==> config.mk <==
export PLATFORM = sky130hd
export DESIGN_NAME = attex_bus_fabric
export DESIGN_NICKNAME = d
export VERILOG_FILES = /design/src/rtl/attex_bus_pkg.sv /design/src/rtl/attex_bus_fabric_prio_enc.sv /design/src/rtl/attex_bus_fabric.sv
export SDC_FILE = /design/constraint.sdc
export NUM_CORES = 1
export LEC_CHECK = 0
export BUFFER_PORTS_ARGS = -buffer_cell sky130_fd_sc_hd__buf_2
export CAP_MARGIN = 20
export CORE_UTILIZATION = 45
export DETAILED_ROUTE_END_ITERATION = 6
export GPL_ROUTABILITY_DRIVEN = 0
export PLACE_DENSITY = 0.78
export SLEW_MARGIN = 20
export SYNTH_ARGS = -nofsm -noshare
export SYNTH_HDL_FRONTEND = slang
export SYNTH_HIERARCHICAL = 1
export SYNTH_SLANG_ARGS = --single-unit
export TNS_END_PERCENT = 20
==> constraint.sdc <==
create_clock -name clk -period 4.5 [get_ports clk]
set_input_delay 0.225 -clock clk [delete_from_list [all_inputs] [get_ports clk]]
set_output_delay 0.225 -clock clk [all_outputs]
set_load 0.01 [all_outputs]
==> src/rtl/attex_bus_pkg.sv <==
`default_nettype none
// ============================================================================
// attex_bus_pkg : bus-cycle state type and region decode helper. Rev 1.0
// ============================================================================
package attex_bus_pkg;

   typedef enum logic [1:0] {
      IDLE   = 2'd0,
      ACTIVE = 2'd1,
      DONE   = 2'd2,
      ERR    = 2'd3
   } bus_state_e;

   localparam int ADDR_W = 24;
   localparam int DATA_W = 16;

   function automatic logic region_hit(input logic [ADDR_W-1:0] addr,
                                       input logic [ADDR_W-1:0] base,
                                       input logic [ADDR_W-1:0] mask);
      return (addr & mask) == base;
   endfunction

endpackage
`default_nettype wire

==> src/rtl/attex_bus_fabric_prio_enc.sv <==
`default_nettype none
// ============================================================================
// attex_prio_enc : lowest-index-wins one-hot and binary index encoder. Rev 1.0
// ============================================================================
module attex_prio_enc
   import attex_bus_pkg::*;
#(
   parameter int N     = 5,
   parameter int IDX_W = (N > 1) ? $clog2(N) : 1
) (
   input  logic [N-1:0]     req,
   output logic [N-1:0]     onehot,
   output logic [IDX_W-1:0] index,
   output logic             any
);

   // Walk from the top down so the lowest set bit is the last one written.
   always_comb begin
      onehot = '0;
      index  = '0;
      any    = 1'b0;
      for (int i = N - 1; i >= 0; i--) begin
         if (req[i]) begin
            onehot    = '0;
            onehot[i] = 1'b1;
            index     = IDX_W'(i);
            any       = 1'b1;
         end
      end
   end

endmodule
`default_nettype wire

==> src/rtl/attex_bus_fabric.sv <==
`default_nettype none
// ============================================================================
// attex_bus_fabric : SCC68070 address decode, ack/data steering, watchdog. Rev 1.0
// ============================================================================
module attex_bus_fabric
   import attex_bus_pkg::*;
#(
   parameter int                       NUM_SLAVES     = 5,
   parameter logic [24*NUM_SLAVES-1:0] REGION_BASE    = {NUM_SLAVES{24'h0}},
   parameter logic [24*NUM_SLAVES-1:0] REGION_MASK    = {NUM_SLAVES{24'hff0000}},
   parameter int                       TIMEOUT_CYCLES = 1023,
   parameter bit                       UNMAPPED_ERR   = 1'b0
) (
   input  logic                       clk,
   input  logic                       reset,
   input  logic [23:1]                cpu_addr,
   input  logic                       cpu_as,
   input  logic                       cpu_uds,
   input  logic                       cpu_lds,
   input  logic                       cpu_write_strobe,
   output logic [15:0]                cpu_data_in,
   output logic                       cpu_bus_ack,
   output logic                       cpu_bus_err,
   input  logic [NUM_SLAVES-1:0]      iack_sel,
   output logic [NUM_SLAVES-1:0]      slave_cs,
   output logic [NUM_SLAVES-1:0]      slave_cs_rise,
   input  logic [NUM_SLAVES-1:0]      slave_ack,
   input  logic [16*NUM_SLAVES-1:0]   slave_dout,
   output logic [23:0]                err_addr,
   output logic                       err_timeout,
   output logic [7:0]                 err_count
);

   localparam int          IDX_W    = (NUM_SLAVES > 1) ? $clog2(NUM_SLAVES) : 1;
   localparam logic [15:0] TMO_LAST = 16'(TIMEOUT_CYCLES - 1);

   logic [23:0]           byte_addr;
   logic [NUM_SLAVES-1:0] hit;
   logic [NUM_SLAVES-1:0] hit_oh;
   logic [NUM_SLAVES-1:0] iack_oh;
   logic [IDX_W-1:0]      hit_idx;
   logic [IDX_W-1:0]      iack_idx;
   logic                  hit_any;
   logic                  iack_any;
   logic [15:0]           dout_arr [NUM_SLAVES];
   logic                  ack_raw;
   logic                  expire;
   logic                  unmapped_err;
   logic                  unused_ok;

   bus_state_e            state_q, state_d;
   logic [15:0]           wdog_q, wdog_d;
   logic [NUM_SLAVES-1:0] slave_cs_q, slave_cs_d;
   logic [23:0]           err_addr_q, err_addr_d;
   logic                  err_timeout_q, err_timeout_d;
   logic [7:0]            err_count_q, err_count_d;

   assign byte_addr = {cpu_addr, 1'b0};

   for (genvar i = 0; i < NUM_SLAVES; i++) begin : g_slot
      assign hit[i]      = region_hit(byte_addr, REGION_BASE[24*i +: 24], REGION_MASK[24*i +: 24]);
      assign dout_arr[i] = slave_dout[16*i +: 16];
   end

   attex_prio_enc #(.N(NUM_SLAVES)) u_hit_enc (
      .req    (hit),
      .onehot (hit_oh),
      .index  (hit_idx),
      .any    (hit_any)
   );

   attex_prio_enc #(.N(NUM_SLAVES)) u_iack_enc (
      .req    (iack_sel),
      .onehot (iack_oh),
      .index  (iack_idx),
      .any    (iack_any)
   );

   assign slave_cs      = cpu_as ? hit_oh : '0;
   assign slave_cs_d    = slave_cs;
   assign slave_cs_rise = reset ? '0 : (slave_cs & ~slave_cs_q);

   always_comb begin
      cpu_data_in = 16'h0000;
      ack_raw     = 1'b0;
      if (iack_any) begin
         cpu_data_in = dout_arr[iack_idx];
         ack_raw     = 1'b1;
      end else if (hit_any) begin
         cpu_data_in = dout_arr[hit_idx];
         ack_raw     = slave_ack[hit_idx];
      end else begin
         ack_raw     = !UNMAPPED_ERR;
      end
   end

   assign cpu_bus_ack  = ack_raw && (state_q != ERR);
   assign cpu_bus_err  = (state_q == ERR);
   assign expire       = (wdog_q == TMO_LAST);
   assign unmapped_err = UNMAPPED_ERR && !hit_any;

   // Ack is tested before expiry so a late ack on the last watchdog cycle still completes.
   always_comb begin
      state_d       = state_q;
      wdog_d        = '0;
      err_addr_d    = err_addr_q;
      err_timeout_d = err_timeout_q;
      err_count_d   = err_count_q;
      case (state_q)
         IDLE: begin
            if (cpu_as && (cpu_uds || cpu_lds)) state_d = ACTIVE;
         end
         ACTIVE: begin
            if (!cpu_as) begin
               state_d = IDLE;
            end else if (ack_raw) begin
               state_d = DONE;
            end else if (expire || unmapped_err) begin
               state_d       = ERR;
               err_addr_d    = byte_addr;
               err_timeout_d = !unmapped_err;
               if (err_count_q != 8'hff) err_count_d = err_count_q + 8'd1;
            end else begin
               wdog_d = wdog_q + 16'd1;
            end
         end
         DONE, ERR: begin
            if (!cpu_as) state_d = IDLE;
         end
         default: state_d = IDLE;
      endcase
   end

   always_ff @(posedge clk) begin
      if (reset) begin
         state_q       <= IDLE;
         wdog_q        <= '0;
         slave_cs_q    <= '0;
         err_addr_q    <= '0;
         err_timeout_q <= 1'b0;
         err_count_q   <= '0;
      end else begin
         state_q       <= state_d;
         wdog_q        <= wdog_d;
         slave_cs_q    <= slave_cs_d;
         err_addr_q    <= err_addr_d;
         err_timeout_q <= err_timeout_d;
         err_count_q   <= err_count_d;
      end
   end

   assign err_addr    = err_addr_q;
   assign err_timeout = err_timeout_q;
   assign err_count   = err_count_q;

   // Writes decode identically to reads; the iack one-hot is only needed as an index.
   assign unused_ok = ^{cpu_write_strobe, iack_oh};

endmodule
`default_nettype wire
==> impl_metrics.tcl <==
set metrics [dict create \
    outcome "complete, no violations" \
    overflow 0 \
    grt_use_met2_pct 45.2 \
    synthCells 458 \
    io_pins 180 \
    rr_worst_depth 5 \
    cap_violations 0 \
    cp_max_fo 16 \
    busiest_layer "met2" \
    clk_pin_slew_ps 100 \
    worst_slew_pin_slew_ps 1110 \
    drtPass1Iterations 4 \
    irDropWorstVdd_v 0.000192 \
    port_buffers 177 \
    crit_arrival_ps 3710 \
    hold_viol_final 0 \
    antenna_found_initial 0 \
    hold_end "err_addr[15]" \
    start_kind "input port" \
    tns_ps 0 \
    wire_per_inst_um 14.9 \
    cts_sinks 55 \
    drive_gt1_share_pct 38.7 \
    root_buffer "clkbuf_8" \
    dpl_cell_area_mm2 0.00471 \
    cp.required_ps 4280 \
    slew_violations 0 \
    fp.coreArea_mm2 0.00789 \
    period_share_pct 87.4 \
    worstReg2RegEnd "err_count[6]" \
    setup_viol 0 \
    final_cell_mix "buf_2 (177), nand2_1 (90), dfxtp_1 (55), o21ai_0 (39), nor2_1 (33)" \
    dr_total_vias 4019 \
    drt_iter0_markers 163 \
    postCtsSetupBuffers 0 \
    syn-num-nets 580 \
    route.detailed.drc 0 \
    min_from "cpu_addr[15]" \
    vias_per_cell 5.58 \
    utilization_pct 61.2 \
    antenna_cells 0 \
    grt_max_degree 44 \
    path_class "input port to output pin" \
    syn_avg_cell_area_um2 8.17 \
    yosysWarnings 6 \
    gr-usage-met3_pct 4.96 \
    wl_um 10700 \
    hold_path.class "input port to flop" \
    ant_nets 0 \
    period_needed_ps 3930 \
    cts_buffers 5 \
    syn2layout_area_growth_pct 29.0 \
    max_slew_margin_pct 25.7 \
    grt_usage_pct 24.5 \
    grt_pass1_vias 3903 \
    cts_resized 0 \
    die_h_um 93.2 \
    grt_pass1_wl_um 17200 \
    clock_path_buffers 2 \
    fp-row-count 32 \
    dp_hpwl_um 8230 \
    min_path_cells 3 \
    use_met1_pct 28.5 \
    start_util_pct 47.5 \
    critPathCaptureType "output pin" \
    tritoncts "built" \
    nNetsFinal 739 \
    rsz0062_at_grt "false" \
    cts_hold_buf 0 \
    timing.fmax_mhz 254 \
    htree_levels 2 \
    nFillCells 716 \
    dieArea_mm2 0.00869 \
    netlist_area_mm2 0.00374 \
    rrSetupSlack_ps 1960 \
    reg2reg_from "wdog_q[9]" \
    final_common_cell "buf_2" \
    p_leak_uw 0.00213 \
    clock_skew_ps 6.52 \
    clkLatencyLatePin_ps 310 \
    die_w_um 93.2 \
    p_per_area_mw_per_mm2 212 \
    postLayoutCellArea_mm2 0.00483 \
]
-- registers in the layout, summed over array words and instances (netlist names) --
signal       count
slave_cs_q       5
err_addr        23
err_count        8
state_q          2
wdog_q          16
err_timeout      1
-- power breakdown --
| group | switching (uW) | leakage (uW) | internal [uW] |
|---|---|---|---|
| Sequential | 0.793 | 0.000443 | 487 |
| Clock | 159 | 0.0000612 | 180 |
| Combinational | 91.5 | 0.00163 | 104 |
-- stage by stage --
stage          total power [uW]  instances  setup WS [ps]  hold WS, ps
2_1_floorplan               602        458            776          365
3_3_place_gp                685        712            572          435
3_5_place_dp                693        712            548          441
4_1_cts                    1030        720            611          147
5_1_grt                    1070        720            267          143
6_report                   1020        720            566          149
-- cell type report --
class	instances	area [um^2]	share of cell area, %
timing repair buffer	186	953	19.7
sequential	55	1100	22.8
multi-input combinational	339	2420	50.1
inverter	30	113	2.33
clock buffer	6	82.6	1.71
tap	102	128	2.64
clock inverter	2	35.0	0.725
-- metal layers --
metal	wire length, um	up-vias
met5	0	-
met4	166	0
met3	903	14
met2	5410	200
met1	4240	1863
li1	-	1942
-- worst max path at each step --
stage | startpoint | endpoint | slack [ps] | cells after the start
2_1_floorplan | cpu_addr[23] | cpu_data_in[4] | 780 | 9
3_3_place_gp | cpu_addr[23] | err_count[6] | 570 | 11
3_5_place_dp | cpu_addr[23] | err_count[6] | 550 | 11
4_1_cts | cpu_addr[23] | cpu_data_in[8] | 610 | 10
5_1_grt | cpu_addr[23] | cpu_data_in[7] | 270 | 10
6_report | cpu_addr[23] | cpu_data_in[15] | 570 | 10
-- worst max-delay path, stage by stage --
cell and delay (ps):
buf_2 100, or4_1 520, nor2_1 470, and2_1 300, clkinv_1 320, buf_4 300
nor3_2 840, a22oi_1 210, o21ai_0 230, buf_2 180
Note: power is estimated with default switching activity, not from simulation.
